`config.mk`:
```
export PLATFORM = sky130hd
export DESIGN_NAME = rf_write_arbiter
export DESIGN_NICKNAME = d
export VERILOG_FILES = /design/src/rtl/rf_write_arbiter_pkg.sv /design/src/rtl/rf_side_fifo.sv /design/src/rtl/rf_write_arbiter.sv
export SDC_FILE = /design/constraint.sdc
export NUM_CORES = 1
export LEC_CHECK = 0
export ABC_AREA = 0
export CAP_MARGIN = 5
export CORE_UTILIZATION = 50
export CTS_CLUSTER_SIZE = 16
export DETAILED_ROUTE_END_ITERATION = 16
export GPL_TIMING_DRIVEN = 0
export PLACE_DENSITY = 0.75
export REMOVE_ABC_BUFFERS = 1
export SLEW_MARGIN = 20
export SYNTH_ARGS = -nofsm -noshare
export SYNTH_HDL_FRONTEND = slang
export SYNTH_HIERARCHICAL = 1
export SYNTH_SLANG_ARGS = --single-unit
```
`constraint.sdc`:
```
create_clock -name clock -period 9.1 [get_ports clock]
set_clock_uncertainty 0.1 [all_clocks]
set_input_delay 0.91 -clock clock [delete_from_list [all_inputs] [get_ports clock]]
set_output_delay 0.91 -clock clock [all_outputs]
set_load 0.01 [all_outputs]
```
`src/rtl/rf_write_arbiter_pkg.sv`:
```
// Shared constants and types for the register-file write arbiter:
// game register map, port widths and the side-write FIFO entry.
package rf_write_arbiter_pkg;

  localparam int AW = 5;
  localparam int DW = 32;

  localparam logic [AW-1:0] REG_BALL    = 5'd10;
  localparam logic [AW-1:0] REG_LPADDLE = 5'd11;
  localparam logic [AW-1:0] REG_RPADDLE = 5'd12;
  localparam logic [AW-1:0] REG_PLAYER  = 5'd13;
  localparam logic [AW-1:0] REG_GAME    = 5'd14;
  localparam logic [AW-1:0] REG_NOTE1   = 5'd20;
  localparam logic [AW-1:0] REG_NOTE2   = 5'd21;
  localparam logic [AW-1:0] REG_NOTE3   = 5'd22;
  localparam logic [AW-1:0] REG_EXT     = 5'd29;

  typedef struct packed {
    logic [AW-1:0] addr;
    logic [DW-1:0] data;
  } side_wr_t;

  // r0 is hardwired, so it is never a legal side target even if lo were 0
  function automatic logic side_addr_ok(input logic [AW-1:0] addr,
                                        input logic [AW-1:0] lo,
                                        input logic [AW-1:0] hi);
    return (addr != '0) && (addr >= lo) && (addr <= hi);
  endfunction

endpackage

```
`src/rtl/rf_side_fifo.sv`:
```
// Side-write FIFO; each entry carries a valid bit that a newer CPU write
// to the same address clears in parallel across all slots.
module rf_side_fifo
  import rf_write_arbiter_pkg::*;
#(
  parameter int DEPTH = 4,
  localparam int CW = $clog2(DEPTH + 1)
) (
  input  logic          i_clock,
  input  logic          i_rst_n,
  input  logic          i_push,
  input  side_wr_t      i_push_entry,
  input  logic          i_pop,
  input  logic          i_inv_en,
  input  logic [AW-1:0] i_inv_addr,
  output side_wr_t      o_head,
  output logic          o_head_valid,
  output logic [CW-1:0] o_count,
  output logic          o_empty,
  output logic          o_full
);

  localparam int PW = $clog2(DEPTH);
  localparam logic [CW-1:0] FULL_CNT = CW'(DEPTH);

  side_wr_t         r_mem [DEPTH];
  logic [DEPTH-1:0] r_valid;
  logic [PW-1:0]    r_wr_ptr;
  logic [PW-1:0]    r_rd_ptr;
  logic [CW-1:0]    r_count;

  always_ff @(posedge i_clock or negedge i_rst_n) begin
    if (!i_rst_n) begin
      for (int i = 0; i < DEPTH; i++) r_mem[i] <= '0;
      r_valid  <= '0;
      r_wr_ptr <= '0;
      r_rd_ptr <= '0;
      r_count  <= '0;
    end else begin
      for (int i = 0; i < DEPTH; i++) begin
        if (i_inv_en && (r_mem[i].addr == i_inv_addr)) r_valid[i] <= 1'b0;
      end
      if (i_pop) begin
        r_valid[r_rd_ptr] <= 1'b0;
        r_rd_ptr          <= r_rd_ptr + 1'b1;
      end
      // A same-cycle push is newer than the CPU write, so it overrides the clear
      if (i_push) begin
        r_mem[r_wr_ptr]   <= i_push_entry;
        r_valid[r_wr_ptr] <= 1'b1;
        r_wr_ptr          <= r_wr_ptr + 1'b1;
      end
      case ({i_push, i_pop})
        2'b10:   r_count <= r_count + 1'b1;
        2'b01:   r_count <= r_count - 1'b1;
        default: ;
      endcase
    end
  end

  assign o_head       = r_mem[r_rd_ptr];
  assign o_head_valid = r_valid[r_rd_ptr];
  assign o_count      = r_count;
  assign o_empty      = (r_count == '0);
  assign o_full       = (r_count == FULL_CNT);

endmodule

```
`src/rtl/rf_write_arbiter.sv`:
```
// Shares the register-file write port between CPU writeback (priority) and
// side requesters buffered through a FIFO, with a starvation guard.
module rf_write_arbiter
  import rf_write_arbiter_pkg::*;
#(
  parameter int N_REQ        = 3,
  parameter int DEPTH        = 4,
  parameter int SIDE_LO      = 10,
  parameter int SIDE_HI      = 22,
  parameter int STARVE_LIMIT = 8
) (
  input  logic                         clock,
  input  logic                         ctrl_reset_n,
  input  logic                         cpu_we,
  input  logic [AW-1:0]                cpu_waddr,
  input  logic [DW-1:0]                cpu_wdata,
  output logic                         cpu_stall,
  input  logic [N_REQ-1:0]             req_valid,
  input  logic [AW*N_REQ-1:0]          req_addr,
  input  logic [DW*N_REQ-1:0]          req_data,
  output logic [N_REQ-1:0]             req_ready,
  output logic                         rf_we,
  output logic [AW-1:0]                rf_waddr,
  output logic [DW-1:0]                rf_wdata,
  output logic                         drop_pulse,
  output logic [$clog2(DEPTH+1)-1:0]   fifo_count
);

  localparam int PW = (N_REQ > 1) ? $clog2(N_REQ) : 1;
  localparam int SW = $clog2(STARVE_LIMIT + 1);
  localparam logic [PW-1:0] RR_LAST    = PW'(N_REQ - 1);
  localparam logic [PW:0]   RR_N       = (PW+1)'(N_REQ);
  localparam logic [SW-1:0] STARVE_MAX = SW'(STARVE_LIMIT);
  localparam logic [AW-1:0] LO_A       = AW'(SIDE_LO);
  localparam logic [AW-1:0] HI_A       = AW'(SIDE_HI);

  logic [PW-1:0] r_rr_ptr;
  logic [SW-1:0] r_starve;
  logic          r_rf_we;
  logic [AW-1:0] r_rf_waddr;
  logic [DW-1:0] r_rf_wdata;
  logic          r_drop;

  logic [AW-1:0]    w_req_addr [N_REQ];
  logic [DW-1:0]    w_req_data [N_REQ];
  logic [N_REQ-1:0] w_grant;
  logic [PW-1:0]    w_gnt_idx;
  logic             w_gnt_any;
  side_wr_t         w_sel;
  logic             w_addr_ok;
  logic             w_push;
  logic             w_cpu_issue;
  logic             w_pop;
  side_wr_t         w_head;
  logic             w_head_valid;
  logic             w_empty;
  logic             w_full;

  for (genvar g = 0; g < N_REQ; g++) begin : g_unpack
    assign w_req_addr[g] = req_addr[g*AW +: AW];
    assign w_req_data[g] = req_data[g*DW +: DW];
  end

  // Full blocks grants even when a pop frees a slot this cycle; reset gates grants too
  always_comb begin
    logic [PW:0]   v_sum;
    logic [PW-1:0] v_idx;
    w_grant   = '0;
    w_gnt_idx = '0;
    w_gnt_any = 1'b0;
    w_sel     = '0;
    v_sum     = '0;
    v_idx     = '0;
    for (int k = 0; k < N_REQ; k++) begin
      v_sum = {1'b0, r_rr_ptr} + (PW+1)'(k);
      if (v_sum >= RR_N) v_sum = v_sum - RR_N;
      v_idx = v_sum[PW-1:0];
      if (ctrl_reset_n && !w_full && !w_gnt_any && req_valid[v_idx]) begin
        w_gnt_any      = 1'b1;
        w_grant[v_idx] = 1'b1;
        w_gnt_idx      = v_idx;
        w_sel.addr     = w_req_addr[v_idx];
        w_sel.data     = w_req_data[v_idx];
      end
    end
  end

  assign w_addr_ok   = side_addr_ok(w_sel.addr, LO_A, HI_A);
  assign w_push      = w_gnt_any && w_addr_ok;
  assign cpu_stall   = (r_starve == STARVE_MAX);
  assign w_cpu_issue = cpu_we && (cpu_waddr != '0) && !cpu_stall;
  assign w_pop       = !w_cpu_issue && !w_empty;

  rf_side_fifo #(.DEPTH(DEPTH)) u_fifo (
    .i_clock      (clock),
    .i_rst_n      (ctrl_reset_n),
    .i_push       (w_push),
    .i_push_entry (w_sel),
    .i_pop        (w_pop),
    .i_inv_en     (w_cpu_issue),
    .i_inv_addr   (cpu_waddr),
    .o_head       (w_head),
    .o_head_valid (w_head_valid),
    .o_count      (fifo_count),
    .o_empty      (w_empty),
    .o_full       (w_full)
  );

  always_ff @(posedge clock or negedge ctrl_reset_n) begin
    if (!ctrl_reset_n) begin
      r_rr_ptr   <= '0;
      r_starve   <= '0;
      r_rf_we    <= 1'b0;
      r_rf_waddr <= '0;
      r_rf_wdata <= '0;
      r_drop     <= 1'b0;
    end else begin
      if (w_gnt_any) r_rr_ptr <= (w_gnt_idx == RR_LAST) ? '0 : w_gnt_idx + 1'b1;
      // Reaching the limit forces a pop next cycle, so the counter never passes it
      if (w_empty || w_pop) r_starve <= '0;
      else                  r_starve <= r_starve + 1'b1;
      r_drop <= w_gnt_any && !w_addr_ok;
      if (w_cpu_issue) begin
        r_rf_we    <= 1'b1;
        r_rf_waddr <= cpu_waddr;
        r_rf_wdata <= cpu_wdata;
      end else if (w_pop && w_head_valid) begin
        r_rf_we    <= 1'b1;
        r_rf_waddr <= w_head.addr;
        r_rf_wdata <= w_head.data;
      end else begin
        r_rf_we    <= 1'b0;
      end
    end
  end

  assign req_ready  = w_grant;
  assign rf_we      = r_rf_we;
  assign rf_waddr   = r_rf_waddr;
  assign rf_wdata   = r_rf_wdata;
  assign drop_pulse = r_drop;

endmodule

```
==> results of run 1 <==
==> synthesized netlist by cell type (2+ instances only) <==
| master | n |
|---|---|
| mux2i_1 | 105 |
| a21oi_1 | 153 |
| a2bb2oi_1 | 2 |
| buf_1 | 12 |
| nand3b_1 | 2 |
| nor2_1 | 71 |
| clkbuf_1 | 49 |
| mux2_2 | 118 |
| nand2b_4 | 2 |
| xnor2_1 | 6 |
| nor4_1 | 5 |
| a211oi_1 | 12 |
| mux2_4 | 32 |
| buf_2 | 15 |
| o21ai_0 | 60 |
| nand3_1 | 2 |
| a22oi_1 | 6 |
| a41oi_1 | 5 |
| and2_1 | 2 |
| ha_1 | 15 |
| nand2_4 | 4 |
| a221o_1 | 4 |
| a21boi_1 | 4 |
| inv_1 | 19 |
| o221ai_1 | 15 |
| buf_4 | 8 |
| nand2b_1 | 18 |
| nand2_1 | 106 |
| nor2b_1 | 12 |
| dfrtp_1 | 204 |
| and3_1 | 2 |
| xor2_1 | 21 |
| nor3_1 | 18 |
| a222oi_1 | 5 |
| mux4_2 | 38 |
| o211ai_1 | 3 |
| buf_6 | 11 |
==> power by group through the flow <==
| stage | Sequential, mW | Combinational, mW | Clock, mW |
|---|---|---|---|
| floorplan | 1.52 | 1.97 | 0 |
| global placement | 1.56 | 2.74 | 0 |
| detailed placement | 1.55 | 2.88 | 0 |
| CTS | 1.53 | 2.89 | 0.937 |
| global route | 1.58 | 3.14 | 0.976 |
| finish | 1.53 | 2.89 | 0.922 |
==> logic make-up after synthesis <==
| logic type | count (synthesis) | share of synthesized area (%) |
|---|---|---|
| simple gates | 246 | 8.86 |
| compound gates | 275 | 12.7 |
| fa+ha+maj | 16 | 1.66 |
| mux | 294 | 29.7 |
| xor+xnor | 27 | 1.89 |
| buf+inv | 114 | 4.46 |
| flops | 204 | 40.7 |
==> stage by stage <==
step,cell area [um^2],total power [mW],hold slack [ns],util [%]
2_1_floorplan,12100,3.49,0.365,-
3_3_place_gp,14400,4.30,0.381,59.1
3_5_place_dp,15000,4.43,0.387,61.3
4_1_cts,15700,5.37,0.211,64.4
5_1_grt,15700,5.70,0.229,64.4
6_report,15700,5.35,0.201,64.4
==> critical path, cell delays in order, from the launching register on <==
cell and delay (ns):
dfrtp_1 0.45, inv_1 0.12, ha_4 0.82, buf_12 0.32, a21oi_1 0.11, a221o_1 0.43, o2111a_1 0.34, a222oi_1 0.74
nor2b_1 0.25, a22o_1 0.51, inv_1 0.16, ha_1 0.27, inv_1 0.09, fa_1 0.40, o21ai_0 0.18
==> registers in the layout, summed over array words and instances (netlist names) <==
register / count
r_rr_ptr: 2
rf_waddr: 5
r_starve: 4
drop_pulse: 1
u_fifo/r_mem: 148
u_fifo/o_count: 3
rf_wdata: 32
u_fifo/r_rd_ptr: 2
u_fifo/r_wr_ptr: 2
rf_we: 1
u_fifo/r_valid: 4
==> layout make-up <==
type                       count  area, um^2
fill                        1925        8720
multi-input combinational    858        6970
sequential                   204        5110
timing repair buffer         223        2430
clock buffer                  37         698
tap                          324         405
inverter                      19        71.3
clock inverter                 5        56.3
==> layer usage <==
layer	GRT usage, %	vias up
met5	0	-
met3	3.85	63
met4	8.23	0
met1	35.2	4930
li1	-	4568
met2	42.3	365
==> how the worst max path moves through the flow <==
stage,to,slack [ns],cells past startpoint
final,u_fifo/o_count[1],3.68,14
after global routing,u_fifo/o_count[2],3.45,16
after CTS,u_fifo/o_count[2],3.79,16
after detailed placement,u_fifo/r_mem[32],3.83,10
after global placement,u_fifo/r_mem[139],-6.23,8
after floorplan,u_fifo/o_count[2],2.21,15
==> impl_metrics.json, run 1 <==
{
  "synth_cell_types": 47,
  "place_inst": 1628,
  "wirelength_um": 33000,
  "routedWlPerCell_um": 19.8,
  "wl_met1_um": 14400,
  "dpl.hpwl_um": 21900,
  "powerDensity_nw_per_um2": 340,
  "nNetsFinal": 1499,
  "synth-async-reset-ratio_pct": 100,
  "cts_resized": 0,
  "rsz0062_at_grt": "false",
  "maxSlewViolCount": 0,
  "fmax_mhz": 185,
  "power_switching_mw": 2.08,
  "power.share.clock_pct": 17.2,
  "wl_met3_um": 2260,
  "dr_wl_met2_um": 15700,
  "synth.ff_latch_count": 204,
  "hp-class": "primary input to asynchronous set/reset pin",
  "reg2reg_slack_ns": 3.68,
  "htreeDepth": 1,
  "dr.pass1.iters": 6,
  "syn_to_final_growth_pct": 25.6,
  "share_comb_of_total_power_pct": 54.1,
  "setup_viol": 0,
  "via_per_inst": 5.94,
  "synth-edff-count": 0,
  "rows": 57,
  "dieArea_um2": 25700,
  "outcome": "finished clean",
  "root_buffer": "clkbuf_16",
  "peakVddDrop_mv": 0.198,
  "drc_errors": 0,
  "highest_layer": "met4",
  "cts_setup_buffers": 0,
  "period_minus_slack_ns": 5.42,
  "power.leakage_nw": 7.11,
  "swShare_pct": 38.9,
  "clock-sinks": 204,
  "yosysTopAreaCell": "dfrtp_1",
  "final_cell_mix": "202 x dfrtp_1, 198 x clkdlybuf4s50_1, 153 x a21oi_1",
  "dieHeight_um": 160,
  "layout_commonest_cell": "dfrtp_1",
  "seq_area_frac_synth_pct": 40.7,
  "grt_pass1_wl_um": 52900,
  "critPathKind": "flop to flop",
  "place.gp.congestion": 0.787,
  "worstSetupStartpoint": "r_rr_ptr[0]",
  "antenna_found_initial": 0,
  "die_w_um": 160,
  "p_int_mw": 3.27,
  "syn-instance-count": 1176,
  "cts_inserted_buffers": 23,
  "reg2reg_to": "u_fifo/o_count[1]",
  "drive_above_1_share_pct": 19.8,
  "relSlewSlack_pct": 35.2,
  "worst_pin_slew_ns": 0.972,
  "yosys_most_used_dff": "dfrtp_1",
  "antenna_cells": 0,
  "port_buffers": 199,
  "ant_nets": 0,
  "cap_violations": 0,
  "clkSlewWorstSetupHoldPaths_ns": 0.06,
  "r2r_start": "r_rr_ptr[0]",
  "synth_top_cell_area_share_pct": 40.7,
  "timing.final.crit_share_pct": 59.5,
  "fin_setup_tns_ns": 0,
  "io_pins": 200,
  "grt_start_max_net_pins": 97,
  "cts_hold_buf": 0,
  "overflow": 0,
  "drt_iter0_drc": 741,
  "grt_use_total_pct": 25.8,
  "yosysWarnings": 6,
  "core-area_um2": 24500,
  "cts_tree": "yes",
  "grt_pass1_vias": 9944,
  "finalWorstSetupSlack_ns": 3.68,
  "power_frac_seq_pct": 28.7,
  "start_kind": "flop",
  "initial_core_util_pct": 51.3,
  "syn_area_um2": 12500,
  "crit_arrival_ns": 5.74,
  "synth.avg_cell_area_um2": 10.7,
  "post-place-ws_ns": 3.83,
  "required_ns": 9.43,
  "clockBufferDepth": 3,
  "critPathCaptureType": "flop",
  "clock_latency_ns": 0.52,
  "hold_violations": 0,
  "cp_max_fo": 70,
  "rr_worst_depth": 14,
  "synth_area_leaders": "dfrtp_1 41%, mux2_2 11%, mux2i_1 8.4%",
  "stdcell_count": 1670,
  "vias": 9926
}
(Power assumes the default switching activity.)
==> run 2, diff against run 1 <==
--- a/config.mk
+++ b/config.mk
@@ -11,7 +11,7 @@
 export CTS_CLUSTER_SIZE = 16
 export DETAILED_ROUTE_END_ITERATION = 16
 export GPL_TIMING_DRIVEN = 0
-export PLACE_DENSITY = 0.75
+export PLACE_DENSITY = 0.78
 export REMOVE_ABC_BUFFERS = 1
 export SLEW_MARGIN = 20
 export SYNTH_ARGS = -nofsm -noshare
==> constraint.sdc (replaced) <==
create_clock -name clock -period 4.5 [get_ports clock]
set_clock_uncertainty 0.1 [all_clocks]
set_input_delay 0.45 -clock clock [delete_from_list [all_inputs] [get_ports clock]]
set_output_delay 0.45 -clock clock [all_outputs]
set_load 0.01 [all_outputs]
==> run 2 against run 1 <==
Sequential power grew 100%. Die area did not move. Final cell count up 0.96%. Flip-flop and latch count stayed put. Combinational power increased by 110%. Worst setup slack got worse by 3.5 ns. Core utilization is 0.85 points higher. Count of clock-buffer cells in the layout down 1.
==> impl_metrics.json, run 2 (same netlist as run 1, synthesis figures left out) <==
{
  "outcome": "finished clean",
  "port_buffers": 199,
  "crit_arrival_ns": 4.59,
  "core-area_um2": 24500,
  "relSlewSlack_pct": 33.1,
  "cp.depth": 18,
  "nNetsFinal": 1516,
  "cpMaxStageDelayCell": "dfrtp_2",
  "largest_reg_flops": 148,
  "cts_inserted_buffers": 22,
  "final_area_um2": 16000,
  "reg2reg_to": "u_fifo/o_count[2]",
  "path_delay_family": "compound AO/OA/AOI/OAI gates",
  "initial_core_util_pct": 51.3,
  "cp_num_buf_inv": 6,
  "htreeDepth": 1,
  "clockBufferDepth": 3,
  "min_to": "r_starve[0]",
  "postPlaceCellArea_um2": 14900,
  "r2r_start": "r_rr_ptr[0]",
  "min_from": "r_starve[0]",
  "drt_iter0_drc": 763,
  "routedWlPerCell_um": 20.8,
  "rr_worst_depth": 18,
  "ant_nets": 0,
  "grt_start_max_net_pins": 100,
  "io_pins": 200,
  "powerDensity_nw_per_um2": 696,
  "peakVddDrop_mv": 0.372,
  "dr.pass1.iters": 5,
  "syn_to_final_growth_pct": 27.2,
  "critPathKind": "flop to flop",
  "worst_pin_slew_ns": 0.996,
  "power.leakage_nw": 7.17,
  "required_ns": 4.83,
  "critPathCaptureType": "flop",
  "cap_violations": 0,
  "root_buffer": "clkbuf_16",
  "grt_pass1_wl_um": 54900,
  "die_w_um": 160,
  "hold_violations": 0,
  "vias": 10200,
  "finalPower_mw": 11.1,
  "min_path_cells": 1,
  "grt_pass1_vias": 10500,
  "crit_path_frequent_cell": "inv_1",
  "timing.final.crit_share_pct": 94.8,
  "dieArea_um2": 25700,
  "post-place-ws_ns": -0.882,
  "layout_commonest_cell": "dfrtp_1",
  "slowest_delay_ns": 0.44,
  "maxSlewViolCount": 0,
  "period_minus_slack_ns": 4.27,
  "final_cell_mix": "201 x dfrtp_1, 198 x clkdlybuf4s50_1, 153 x a21oi_1",
  "dpl.hpwl_um": 21900,
  "grt_use_total_pct": 26.8,
  "clock_latency_ns": 0.50,
  "clock-sinks": 204,
  "top_register": "u_fifo/r_mem",
  "cp_max_fo": 24,
  "setup_viol": 0,
  "antenna_found_initial": 1,
  "via_per_inst": 6.05,
  "clkSlewWorstSetupHoldPaths_ns": 0.06,
  "cts_tree": "yes",
  "drive_above_1_share_pct": 20.7,
  "drc_errors": 0,
  "start_kind": "flop",
  "fmax_mhz": 234,
  "place.gp.congestion": 0.754,
  "hp-class": "flop to flop",
  "wirelength_um": 35100,
  "rows": 57,
  "dieHeight_um": 160,
  "path_cells": "inv_1 -> ha_4 -> buf_16 -> nand2b_4 -> a221o_1 -> o2111a_2 -> buf_12 -> a222oi_1 -> buf_4 -> nor2b_1 -> a22o_4 -> inv_1 -> ha_1 -> inv_1 -> fa_1 -> xor2_1 -> nor2_1 -> xor2_1",
  "reg2reg_slack_ns": 0.23,
  "finalWorstSetupSlack_ns": 0.234,
  "overflow": 0
}
## run 2: how the worst max path moves through the flow
stage                 startpoint                end  slack (ns)
floorplan            r_rr_ptr[1]  u_fifo/o_count[2]       -2.39
global placement    ctrl_reset_n   u_fifo/r_mem[30]      -10.58
detailed placement   r_rr_ptr[1]  u_fifo/o_count[2]       -0.88
CTS                  r_rr_ptr[1]  u_fifo/o_count[2]        0.09
global route         r_rr_ptr[0]  u_fifo/o_count[2]      -0.001
finish               r_rr_ptr[0]  u_fifo/o_count[2]        0.23
## run 2: cell type report
| type | count | area [um^2] |
|---|---|---|
| tap | 324 | 405 |
| multi-input combinational | 859 | 7020 |
| inverter | 19 | 71.3 |
| fill | 1865 | 8510 |
| antenna | 2 | 5.00 |
| clock inverter | 2 | 35.0 |
| clock buffer | 36 | 664 |
| sequential | 204 | 5110 |
| timing repair buffer | 240 | 2640 |
## run 2: routing by layer
layer	track usage (%)	up-vias	routed length [um]	part of all wire, %
met5	0	-	0	0
met4	7.97	0	645	1.8
met3	5.27	65	2650	7.5
met2	44.8	418	16900	48
met1	35.3	5098	15000	43
li1	-	4620	-	-
## run 2: power breakdown
part	total, mW	switching [mW]	internal [mW]
Clock	1.79	0.729	1.06
Sequential	3.13	0.559	2.57
Combinational	6.19	3.11	3.07
Total	11.1	4.40	6.70
## run 2: metrics by stage
stage                     std cells  setup TNS [ns]  hold WS (ns)  util [%]
final                          1686               0         0.398      65.2
after global routing           1684        -0.00117         0.410      65.2
after CTS                      1673               0         0.387      64.6
after detailed placement       1626         -120.52         0.215      61.1
after global placement         1604        -2971.01         0.382      59.1
after floorplan                1081         -346.70        0.0544         -
## run 2: what timing repair did
item                       4_1_cts  5_1_grt
hold endpoints to repair        23        0
setup endpoints to repair      159       40
buffers inserted                 7        8
pin swaps                        2        4
resized for setup                6        3
hold buffers                     2        0
cloned                           0        3
==> run 3, diff against run 2 <==
--- a/config.mk
+++ b/config.mk
@@ -6,6 +6,7 @@
 export NUM_CORES = 1
 export LEC_CHECK = 0
 export ABC_AREA = 0
+export ABC_CLOCK_PERIOD_IN_PS = 4500
 export CAP_MARGIN = 5
 export CORE_UTILIZATION = 50
 export CTS_CLUSTER_SIZE = 16
==> results of run 3 <==
The final DEF is identical to that of run 2; final timing and power are the same.
